## src/rtl/pipeline_skid_reg_if.sv

```systemverilog
// Valid/ready handshake bundle for one elastic pipeline stage.
// The stage itself connects through the slave modport; the producer/consumer
// side (or a testbench) uses the master modport.
interface pipeline_skid_reg_if #(
  parameter int unsigned WIDTH = 32
);

  // Upstream side: producer offers in_data, stage answers with in_ready
  logic             in_valid;
  logic             in_ready;
  logic [WIDTH-1:0] in_data;

  // Downstream side: stage offers out_data, consumer answers with out_ready
  logic             out_valid;
  logic             out_ready;
  logic [WIDTH-1:0] out_data;

  // Number of words currently held by the stage (0..2)
  logic [1:0]       occupancy;

  // Environment view: drives payload and downstream ready, observes the stage
  modport master (
    output in_valid,
    output in_data,
    output out_ready,
    input  in_ready,
    input  out_valid,
    input  out_data,
    input  occupancy
  );

  // Stage view
  modport slave (
    input  in_valid,
    input  in_data,
    input  out_ready,
    output in_ready,
    output out_valid,
    output out_data,
    output occupancy
  );

endinterface : pipeline_skid_reg_if

```

## src/rtl/pipeline_skid_reg.sv

```systemverilog
// Elastic pipeline stage register with a 2-entry skid buffer.
// in_ready and out_valid are decoded from the registered state only, so a
// downstream stall never creates a combinational path back to the producer.
// The head register always holds CLEAR_VALUE while the stage is empty.
module pipeline_skid_reg #(
  parameter int unsigned     WIDTH       = 32,
  parameter logic [WIDTH-1:0] CLEAR_VALUE = {WIDTH{1'b0}}
) (
  input  logic                 clock,
  input  logic                 reset,
  input  logic                 flush,
  pipeline_skid_reg_if.slave   bus
);

  typedef enum logic [1:0] {
    ST_EMPTY = 2'd0,
    ST_ONE   = 2'd1,
    ST_FULL  = 2'd2
  } state_e;

  state_e           state_q;
  state_e           state_d;
  logic [WIDTH-1:0] main_q;
  logic [WIDTH-1:0] main_d;
  logic [WIDTH-1:0] skid_q;
  logic [WIDTH-1:0] skid_d;

  logic             in_ready_c;
  logic             out_valid_c;
  logic             in_fire_c;
  logic             out_fire_c;
  logic [1:0]       occupancy_c;

  // Handshake decode from registered state; reset forces both sides idle
  always_comb begin
    in_ready_c  = 1'b0;
    out_valid_c = 1'b0;
    occupancy_c = 2'd0;
    if (!reset) begin
      in_ready_c  = (state_q != ST_FULL);
      out_valid_c = (state_q != ST_EMPTY);
    end
    case (state_q)
      ST_EMPTY: occupancy_c = 2'd0;
      ST_ONE:   occupancy_c = 2'd1;
      ST_FULL:  occupancy_c = 2'd2;
      default:  occupancy_c = 2'd0;
    endcase
    in_fire_c  = bus.in_valid & in_ready_c;
    out_fire_c = out_valid_c & bus.out_ready;
  end

  // Next-state and storage update; flush overrides the handshake result
  always_comb begin
    state_d = state_q;
    main_d  = main_q;
    skid_d  = skid_q;

    case (state_q)
      ST_EMPTY: begin
        if (in_fire_c) begin
          state_d = ST_ONE;
          main_d  = bus.in_data;
        end
      end

      ST_ONE: begin
        if (in_fire_c && out_fire_c) begin
          main_d = bus.in_data;
        end else if (in_fire_c) begin
          state_d = ST_FULL;
          skid_d  = bus.in_data;
        end else if (out_fire_c) begin
          state_d = ST_EMPTY;
          main_d  = CLEAR_VALUE;
        end
      end

      ST_FULL: begin
        // in_ready is low here, so only the drain side can move
        if (out_fire_c) begin
          state_d = ST_ONE;
          main_d  = skid_q;
          skid_d  = CLEAR_VALUE;
        end
      end

      default: begin
        state_d = ST_EMPTY;
        main_d  = CLEAR_VALUE;
        skid_d  = CLEAR_VALUE;
      end
    endcase

    // A word delivered this cycle stays delivered; anything held or accepted is dropped
    if (flush) begin
      state_d = ST_EMPTY;
      main_d  = CLEAR_VALUE;
      skid_d  = CLEAR_VALUE;
    end
  end

  // State and payload registers with synchronous reset
  always_ff @(posedge clock) begin
    if (reset) begin
      state_q <= ST_EMPTY;
      main_q  <= CLEAR_VALUE;
      skid_q  <= CLEAR_VALUE;
    end else begin
      state_q <= state_d;
      main_q  <= main_d;
      skid_q  <= skid_d;
    end
  end

  assign bus.in_ready  = in_ready_c;
  assign bus.out_valid = out_valid_c;
  assign bus.out_data  = main_q;
  assign bus.occupancy = occupancy_c;

endmodule : pipeline_skid_reg
```

## src/flat_wrapper.sv

```systemverilog
// flat-port wrapper written by rule: the top's interface ports become plain ports
module pipeline_skid_reg_flat 
#(
  parameter int unsigned     WIDTH       = 32,
  parameter logic [WIDTH-1:0] CLEAR_VALUE = {WIDTH{1'b0}}
)
  (clock, reset, flush, bus_in_valid, bus_in_data, bus_out_ready, bus_in_ready, bus_out_valid, bus_out_data, bus_occupancy);
  pipeline_skid_reg_if #(.WIDTH(WIDTH)) bus_i ();
  input  logic clock;
  input  logic reset;
  input  logic flush;
  input wire logic [$bits(bus_i.in_valid)-1:0] bus_in_valid;
  input wire logic [$bits(bus_i.in_data)-1:0] bus_in_data;
  input wire logic [$bits(bus_i.out_ready)-1:0] bus_out_ready;
  output wire logic [$bits(bus_i.in_ready)-1:0] bus_in_ready;
  output wire logic [$bits(bus_i.out_valid)-1:0] bus_out_valid;
  output wire logic [$bits(bus_i.out_data)-1:0] bus_out_data;
  output wire logic [$bits(bus_i.occupancy)-1:0] bus_occupancy;
  assign bus_i.in_valid = bus_in_valid;
  assign bus_i.in_data = bus_in_data;
  assign bus_i.out_ready = bus_out_ready;
  assign bus_in_ready = bus_i.in_ready;
  assign bus_out_valid = bus_i.out_valid;
  assign bus_out_data = bus_i.out_data;
  assign bus_occupancy = bus_i.occupancy;
  pipeline_skid_reg #(.WIDTH(WIDTH), .CLEAR_VALUE(CLEAR_VALUE)) u_core (.clock(clock), .reset(reset), .flush(flush), .bus(bus_i));
endmodule
```

## config.mk

```make
export PLATFORM = sky130hd
export DESIGN_NAME = pipeline_skid_reg_flat
export DESIGN_NICKNAME = d
export VERILOG_FILES = /design/src/rtl/pipeline_skid_reg_if.sv /design/src/rtl/pipeline_skid_reg.sv /design/src/flat_wrapper.sv
export SDC_FILE = /design/constraint.sdc
export NUM_CORES = 1
export LEC_CHECK = 0
export CORE_UTILIZATION = 51
export DETAILED_ROUTE_END_ITERATION = 6
export GPL_TIMING_DRIVEN = 0
export PLACE_DENSITY = 0.82
export SYNTH_ARGS = -nofsm -noshare
export SYNTH_HDL_FRONTEND = slang
export SYNTH_SLANG_ARGS = --single-unit
export TNS_END_PERCENT = 30
```

## constraint.sdc

```tcl
create_clock -name clock -period 1.8 [get_ports clock]
set_input_delay 0.36 -clock clock [delete_from_list [all_inputs] [get_ports clock]]
set_output_delay 0.36 -clock clock [all_outputs]
set_load 0.02 [all_outputs]
```

==> results.json, run 1 <==
{
  "status": "finished, violations left",
  "violations": "DRC, setup timing",
  "hold_violations": 0,
  "dr_wl_met2_um": 5050,
  "antenna_found_initial": 0,
  "wl_met3_um": 875,
  "finalWirelength_um": 10600,
  "fmaxAchievable_ghz": 0.552,
  "fp-row-count": 29,
  "overflow": 0,
  "final.setup.tns_ns": -0.0167,
  "synthMuxAreaShare": 0.0987,
  "top_layer": "met4",
  "netlist-cell-type-count": 26,
  "setup_ws_ns": -0.0107,
  "startpoint_type": "input port",
  "synth_fa_ha_area_frac": 0,
  "async_flop_share": 0,
  "gp_congestion": 0.861,
  "h-tree-depth": 3,
  "min_period_ns": 1.81,
  "boundaryPins": 73,
  "cp.required_ns": 2.08,
  "hold_path_class": "register to register",
  "syn_area_per_cell_um2": 8.73,
  "grt_pass1_vias": 3231,
  "synth_compound_area_frac": 0.223,
  "dieArea_mm2": 0.00709,
  "cp-end-kind": "register",
  "worstPathArrival_ns": 2.09,
  "diodes": 0,
  "multi_input_area_mm2": 0.00191,
  "fill_cells": 475,
  "initial_core_util": 0.537,
  "port_buffers": 72,
  "critical_path_class": "input port to register",
  "clkTransAtPathRegs_ns": 0.07,
  "grt.total_usage": 0.286,
  "synth_area_mm2": 0.00345,
  "cp_max_fo": 10,
  "vias": 3652,
  "synth_top_area_frac": 0.383,
  "grt_first_pass_wirelength_um": 16100,
  "synthTopCellsByArea": "dfxtp_1 (38%), mux2i_1 (9.9%), a32oi_1 (8.1%)",
  "synth_flop_cell": "dfxtp_1",
  "cap_violations": 0,
  "syn_inst": 395,
  "yosysWarnings": 0,
  "vias_per_cell": 6.43,
  "leakage_nw": 1.63,
  "synth_top_area_cell": "dfxtp_1",
  "route.detailed.drc": 10,
  "synth_common_cells": "dfxtp_1 (66), nor2_1 (36), a21oi_1 (34), mux2i_1 (34)",
  "routedWlPerCell_um": 18.7,
  "clock_latency_ns": 0.34,
  "setup_viol": 2,
  "syn_to_final_growth_pct": 37.0,
  "synth_edf_count": 0,
  "ys_seq_area_frac": 0.383,
  "rr_startpoint": "u_core.state_q[0]",
  "relSlewSlack": 0.573,
  "synth_top_family_by_area": "compound AO/OA/AOI/OAI gates",
  "core_area_mm2": 0.00642,
  "syn_nets": 432,
  "seqCellArea_mm2": 0.00133,
  "cts_hold_buf": 0,
  "root_buffer": "clkbuf_8",
  "ir_drop_v": 0.000537,
  "cts_made_buffers": 9,
  "wl_met1_um": 4470,
  "dpl.hpwl_um": 6910,
  "ys_ff_latch": 66,
  "min_period_over_period": 1.01,
  "synth_most_common_cell": "dfxtp_1",
  "fin_hold_ws_ns": 0.465,
  "fin_nets": 524,
  "final_max_slew_viol_count": 0,
  "rsz0062_at_grt": "true",
  "cts.sinks": 66,
  "die_h_um": 84.2,
  "final_antenna_net_count": 0,
  "cts_buffer_depth": 2,
  "yosys.area_share.simple": 0.191,
  "worst_pin_slew_ns": 0.641,
  "drt_first_pass_iters": 7,
  "drive_gt1_frac": 0.173,
  "die_x_um": 84.2,
  "cp-startpoint": "bus_out_ready",
  "first_iter_violations": 348,
  "grt_max_degree": 20,
  "min_from": "u_core.skid_q[15]",
  "powerDensity_mw_per_mm2": 680,
  "synth_xor_area_frac": 0,
  "cts_tree": "built",
  "fin_skew_ns": 0.00434
}
==> metrics by stage <==
stage	worst slack [ns]	power (mW)	util	std cells	cell area [µm²]
2_1_floorplan	0.105	1.81	-	395	3450
3_3_place_gp	-0.577	2.04	0.664	544	4260
3_5_place_dp	-0.608	2.05	0.664	544	4260
4_1_cts	-0.105	3.15	0.696	558	4470
5_1_grt	-0.0634	3.32	0.735	568	4720
6_report	-0.0107	3.21	0.735	568	4720
==> cell usage in the layout, fill, tap and decap left out, types with 3 or more instances in the layout <==
master / count
o32ai_1: 19
mux2i_1: 34
nand3_1: 32
clkinv_2: 3
a21oi_1: 34
dfxtp_1: 65
clkbuf_8: 11
buf_4: 13
o32ai_2: 13
a32oi_1: 32
buf_6: 4
nor2_1: 36
buf_2: 19
inv_1: 32
clkbuf_2: 5
clkbuf_4: 4
clkbuf_1: 12
nand4b_1: 32
clkdlybuf4s50_1: 66
==> cell type report <==
| type | instances | area share |
|---|---|---|
| Tap cell | 77 | 0.0204 |
| Sequential cell | 66 | 0.281 |
| Timing Repair Buffer | 81 | 0.170 |
| Clock buffer | 12 | 0.0328 |
| Multi-Input combinational cell | 249 | 0.404 |
| Clock inverter | 3 | 0.00318 |
| Inverter | 32 | 0.0254 |
| Buffer | 48 | 0.0644 |
==> power by group <==
group	internal, mW	switching, mW
combinational	0.268	0.322
sequential	1.49	0.0172
clock	0.561	0.555
==> path summary, 6_finish.rpt <==
path                                                end  slack [ns]  cells past startpoint
worst max-delay path            u_core.bus.out_data[24]       -0.01                      7
worst min-delay path                  u_core.skid_q[15]        0.46                      2
worst max register to register  u_core.bus.out_data[18]        0.07                      6
worst min register to register        u_core.skid_q[15]        0.46                      2
==> routing by layer <==
layer | GRT usage | up-vias
met5 | 0 | -
li1 | - | 1675
met1 | 0.388 | 1739
met2 | 0.449 | 213
met3 | 0.0482 | 25
met4 | 0.125 | 0
==> kinds of logic after synthesis <==
family | after synthesis
and+or+nand+nor | 112
buffers and inverters | 81
muxes | 34
AOI/OAI and AO/OA | 102
DFF | 66
==> worst max-delay path, stage by stage <==
cell and delay (ns):
clkdlybuf4s50_1 0.53, clkbuf_4 0.25, mux2i_1 0.13, o2bb2ai_2 0.34
buf_2 0.27, a32oi_1 0.08, nor2_1 0.12
==> what timing repair did <==
action | in CTS | in global routing
setup endpoints to repair | 45 | 68
hold endpoints to repair | 0 | 0
setup buffers | 0 | 8
gates resized for setup | 28 | 46
pin swaps | 0 | 2
gates cloned | 0 | 2
==> sequential cells by signal (all words and copies together), names as in the netlist <==
register,count
u_core.bus.out_data,32
u_core.skid_q,32
u_core.state_q,2
Power figures use the tool's default switching activity.
==> inputs of run 2 (changes only) <==
--- a/config.mk
+++ b/config.mk
@@ -5,10 +5,11 @@
 export SDC_FILE = /design/constraint.sdc
 export NUM_CORES = 1
 export LEC_CHECK = 0
-export CORE_UTILIZATION = 51
+export CORE_UTILIZATION = 55
 export DETAILED_ROUTE_END_ITERATION = 6
 export GPL_TIMING_DRIVEN = 0
-export PLACE_DENSITY = 0.82
+export PLACE_DENSITY = 0.87
+export REMOVE_ABC_BUFFERS = 1
 export SYNTH_ARGS = -nofsm -noshare
 export SYNTH_HDL_FRONTEND = slang
 export SYNTH_SLANG_ARGS = --single-unit
==> constraint.sdc (replaced) <==
create_clock -name clock -period 2.21 [get_ports clock]
set_input_delay 0.442 -clock clock [delete_from_list [all_inputs] [get_ports clock]]
set_output_delay 0.442 -clock clock [all_outputs]
set_load 0.02 [all_outputs]
==> run 2 against run 1 <==
Compared with the run above: largest cell class unchanged; critical path type is now register to output port; critical path depth fell by 5; worst hold slack improved by 0.0014 ns; non-clock buffer count fell by 45; utilization rose by 1.6 points; design area fell by 4.7%; setup slack improved by 0.091 ns; final cell count fell by 7.7%; the flow now finishes without violations; register-to-register slack improved by 0.34 ns; sequential power fell by 19%; die area fell by 7.1%; combinational power fell by 28%; via count fell by 3.9%.
==> results.json, run 2 (same netlist as run 1, synthesis figures left out) <==
{
  "setup_viol": 0,
  "min_period_over_period": 0.964,
  "layout_commonest_cell": "clkdlybuf4s50_1",
  "use_met3": 0.0674,
  "gp_congestion": 0.745,
  "worstPathCellList": "nor2b_1, clkdlybuf4s50_1",
  "dp.cells": 497,
  "powerDensity_mw_per_mm2": 591,
  "ir_drop_v": 0.000548,
  "worst_pin_slew_ns": 0.800,
  "grt_max_degree": 51,
  "drt_first_pass_iters": 5,
  "boundaryPins": 73,
  "startpoint_type": "register",
  "routedWlPerCell_um": 19.7,
  "die_x_um": 81.2,
  "rr_startpoint": "u_core.state_q[0]",
  "diodes": 0,
  "route.detailed.drc": 0,
  "fin_skew_ns": 0.00707,
  "drive_gt1_frac": 0.0891,
  "clock_latency_ns": 0.35,
  "die_h_um": 81.2,
  "hold_violations": 0,
  "fp-row-count": 28,
  "antenna_found_initial": 0,
  "fmaxAchievable_ghz": 0.470,
  "final_antenna_net_count": 0,
  "whs_path_depth": 2,
  "cts_hold_buf": 0,
  "met1_usage": 0.392,
  "critical_path_class": "register to output port",
  "first_iter_violations": 328,
  "cp.required_ns": 1.77,
  "layout_common_cells": "clkdlybuf4s50_1 (68), dfxtp_1 (64), nor2_1 (36), mux2i_1 (34), a21oi_1 (34)",
  "initial_core_util": 0.575,
  "min_from": "u_core.skid_q[15]",
  "worstPathArrival_ns": 1.69,
  "dpl.hpwl_um": 5180,
  "final_max_slew_viol_count": 0,
  "grt.total_usage": 0.316,
  "cts.sinks": 66,
  "clkTransAtPathRegs_ns": 0.07,
  "cp-startpoint": "u_core.state_q[0]",
  "core_area_mm2": 0.00599,
  "leakage_nw": 1.50,
  "fin_nets": 481,
  "h-tree-depth": 3,
  "finalWirelength_um": 10300,
  "reg2reg_depth": 4,
  "syn_to_final_growth_pct": 30.6,
  "vias_per_cell": 6.70,
  "cts_tree": "built",
  "grt_pass1_vias": 3252,
  "overflow": 0,
  "root_buffer": "clkbuf_8",
  "status": "completed",
  "cpMaxStageDelayCell": "clkdlybuf4s50_1",
  "min_period_ns": 2.13,
  "relSlewSlack": 0.467,
  "final_util": 0.751,
  "grt_first_pass_wirelength_um": 15900,
  "cpPeakStageDelay_ns": 0.63,
  "busiest_layer": "met2",
  "port_buffers": 72,
  "vias": 3510,
  "cp-end-kind": "output port",
  "hold_path_class": "register to register",
  "cp_max_fo": 16,
  "dieArea_mm2": 0.00659,
  "fin_cells": 524,
  "cts_buffer_depth": 2,
  "met2_usage": 0.527,
  "cap_violations": 0,
  "cts_made_buffers": 9
}
==> run 2: layout make-up <==
cell class                 instances  area [µm²]
multi-input combinational        251        1850
fill                             435        1490
sequential                        66        1330
timing repair buffer              84         908
clock buffer                      12         176
inverter                          32         120
tap                               75        93.8
clock inverter                     4        22.5
==> run 2: path summary, 6_finish.rpt <==
| path | slack, ns | endpoint |
|---|---|---|
| max | 0.08 | bus_occupancy[0] |
| min | 0.47 | u_core.skid_q[15] |
| max reg2reg | 0.41 | u_core.bus.out_data[3] |
| min reg2reg | 0.47 | u_core.skid_q[15] |
==> run 2: worst max-delay path, delay by kind of cell (launching register included) <==
kind | cells | cell delay (ns)
buf+inv | 1 | 0.63
flops | 1 | 0.50
simple gates | 1 | 0.22
==> run 2: timing repair <==
item                                    CTS  global route
pin swaps                                 2             2
gates resized for setup                   7             4
setup buffers                             5             3
endpoints found under the setup margin   62            59
cloned                                    2             1
==> run 2: per-stage QoR <==
| stage | setup slack (ns) | hold WS [ns] | area [µm²] | total power, mW | TNS, ns |
|---|---|---|---|---|---|
| after CTS | 0.00878 | 0.465 | 4430 | 2.65 | 0 |
| final | 0.0805 | 0.466 | 4500 | 2.66 | 0 |
| after detailed placement | -0.843 | 0.456 | 4140 | 1.65 | -38.55 |
| after global routing | -0.0110 | 0.486 | 4500 | 2.75 | -0.0110 |
| after floorplan | -1.23 | 0.443 | 3210 | 1.46 | -78.29 |
| after global placement | -2.73 | 0.449 | 4020 | 1.63 | -177.88 |
==> run 2: metal layers <==
layer | wire [µm] | vias to the layer above
met5 | 0 | -
met4 | 178 | 0
met3 | 751 | 24
met2 | 5060 | 175
met1 | 4330 | 1709
li1 | - | 1602
==> run 2: where the power goes <==
part	internal [mW]	total [mW]	switching, mW	leakage (nW)
clock network	0.531	1.01	0.476	0.103
registers	1.21	1.23	0.0195	0.536
logic	0.189	0.424	0.235	0.859
==> inputs of run 3 (changes only) <==
--- a/config.mk
+++ b/config.mk
@@ -5,10 +5,11 @@
 export SDC_FILE = /design/constraint.sdc
 export NUM_CORES = 1
 export LEC_CHECK = 0
-export CORE_UTILIZATION = 55
+export CORE_UTILIZATION = 60
 export DETAILED_ROUTE_END_ITERATION = 6
+export DONT_BUFFER_PORTS = 1
 export GPL_TIMING_DRIVEN = 0
-export PLACE_DENSITY = 0.87
+export PLACE_DENSITY = 0.78
 export REMOVE_ABC_BUFFERS = 1
 export SYNTH_ARGS = -nofsm -noshare
 export SYNTH_HDL_FRONTEND = slang
==> run 3 against run 2 <==
Compared with the run above: sequential share of layout area rose by 6.6 points; register-to-register slack got worse by 0.40 ns; sequential power barely moved; fmax fell by 3.4%; first-iteration DRC count fell by 7.6%.
==> results.json, run 3 (same netlist as run 1, synthesis figures left out) <==
{
  "status": "completed",
  "worstPathArrival_ns": 2.48,
  "core_area_mm2": 0.00551,
  "die_x_um": 77.8,
  "dieArea_mm2": 0.00605,
  "final_max_slew_viol_count": 0,
  "powerDensity_mw_per_mm2": 684,
  "clock_latency_ns": 0.34,
  "final_antenna_net_count": 0,
  "overflow": 0,
  "dp.cells": 422,
  "cts.sinks": 66,
  "hold_path_class": "input port to register",
  "min_period_over_period": 0.998,
  "drive_gt1_frac": 0.0836,
  "min_period_ns": 2.20,
  "cts_tree": "built",
  "drt_first_pass_iters": 5,
  "vias": 3116,
  "startpoint_type": "register",
  "die_h_um": 77.8,
  "r2r_slack_ns": 0.005,
  "grt_pass1_vias": 2929,
  "grt_max_degree": 49,
  "routedWlPerCell_um": 20.4,
  "fmaxAchievable_ghz": 0.454,
  "layout_common_cells": "dfxtp_1 (64), nor2_1 (35), mux2i_1 (34), a21oi_1 (34)",
  "hold_violations": 0,
  "grt_first_pass_wirelength_um": 14700,
  "finalWirelength_um": 9040,
  "dpl.hpwl_um": 4630,
  "root_buffer": "clkbuf_8",
  "boundaryPins": 73,
  "seqCellArea_mm2": 0.00133,
  "fin_area_mm2": 0.00368,
  "h-tree-depth": 3,
  "fin_hold_ws_ns": 0.173,
  "multi_input_area_mm2": 0.00181,
  "vias_per_cell": 7.03,
  "cp_max_fo": 45,
  "final_util": 0.668,
  "cap_violations": 0,
  "syn_to_final_growth_pct": 6.68,
  "cp-end-kind": "register",
  "place_area_mm2": 0.00341,
  "layout_commonest_cell": "dfxtp_1",
  "route.detailed.drc": 0,
  "relSlewSlack": 0.0318,
  "cts_buffer_depth": 2,
  "first_iter_violations": 303,
  "grt.total_usage": 0.309,
  "critical_path_class": "register to register",
  "diodes": 0,
  "antenna_found_initial": 0,
  "rsz0062_at_grt": "true",
  "leakage_nw": 1.17,
  "fin_skew_ns": 0.00809,
  "ir_drop_v": 0.000395,
  "fin_cells": 443,
  "setup_viol": 0,
  "fill_cells": 460,
  "initial_core_util": 0.626,
  "cts_made_buffers": 9,
  "fin_nets": 404,
  "clkTransAtPathRegs_ns": 0.07,
  "cp.required_ns": 2.48,
  "port_buffers": 0,
  "gp_congestion": 0.693,
  "worst_pin_slew_ns": 1.45,
  "fp-row-count": 27
}
-- run 3: cell type report --
class | count | area share
well taps | 72 | 0.0245
flip-flops and latches | 66 | 0.361
multi-input cells | 249 | 0.492
clock buffers | 14 | 0.0527
clock inverters | 1 | 0.00136
repair buffers | 9 | 0.0350
inverters | 32 | 0.0327
-- run 3: power by group --
group	total, mW	switching (mW)	leakage [nW]	internal (mW)
Clock	1.01	0.449	0.104	0.561
Combinational	0.244	0.153	0.527	0.0917
Sequential	1.26	0.0514	0.536	1.21
-- run 3: timing repair --
item	4_1_cts	5_1_grt
endpoints found under the setup margin	67	45
cloned	1	0
setup buffers	2	3
pin swaps	1	7
resized for setup	3	0
hold buffers	0	0
-- run 3: per-stage QoR --
| step | worst slack, ns | total power, mW | setup TNS (ns) |
|---|---|---|---|
| after CTS | 0.0496 | 2.53 | 0 |
| after floorplan | -1.23 | 1.46 | -78.29 |
| after global routing | -0.105 | 2.61 | -0.705 |
| after global placement | -2.82 | 1.51 | -182.53 |
| final | 0.00507 | 2.52 | 0 |
| after detailed placement | -0.836 | 1.52 | -29.25 |
-- run 3: critical path, stage by stage (launching register included) --
cell	delay [ns]
dfxtp_4	0.51
buf_12	0.26
nand3b_1	0.59
o32ai_1	0.55
a32oi_1	0.09
nor2_1	0.13
-- run 3: routing by layer --
| layer | global-route usage | vias up | wire length [µm] |
|---|---|---|---|
| li1 | - | 1435 | - |
| met2 | 0.506 | 130 | 4350 |
| met3 | 0.0894 | 15 | 789 |
| met1 | 0.381 | 1536 | 3760 |
| met4 | 0.123 | 0 | 140 |
| met5 | 0 | - | 0 |
-- run 3: worst paths after layout --
path,from,end,cells after the start
worst min-delay path,bus_out_ready,u_core.state_q[1],1
worst max-delay path,u_core.state_q[0],u_core.bus.out_data[24],5
worst min register to register,u_core.skid_q[24],u_core.skid_q[24],2
worst max register to register,u_core.state_q[0],u_core.bus.out_data[24],5
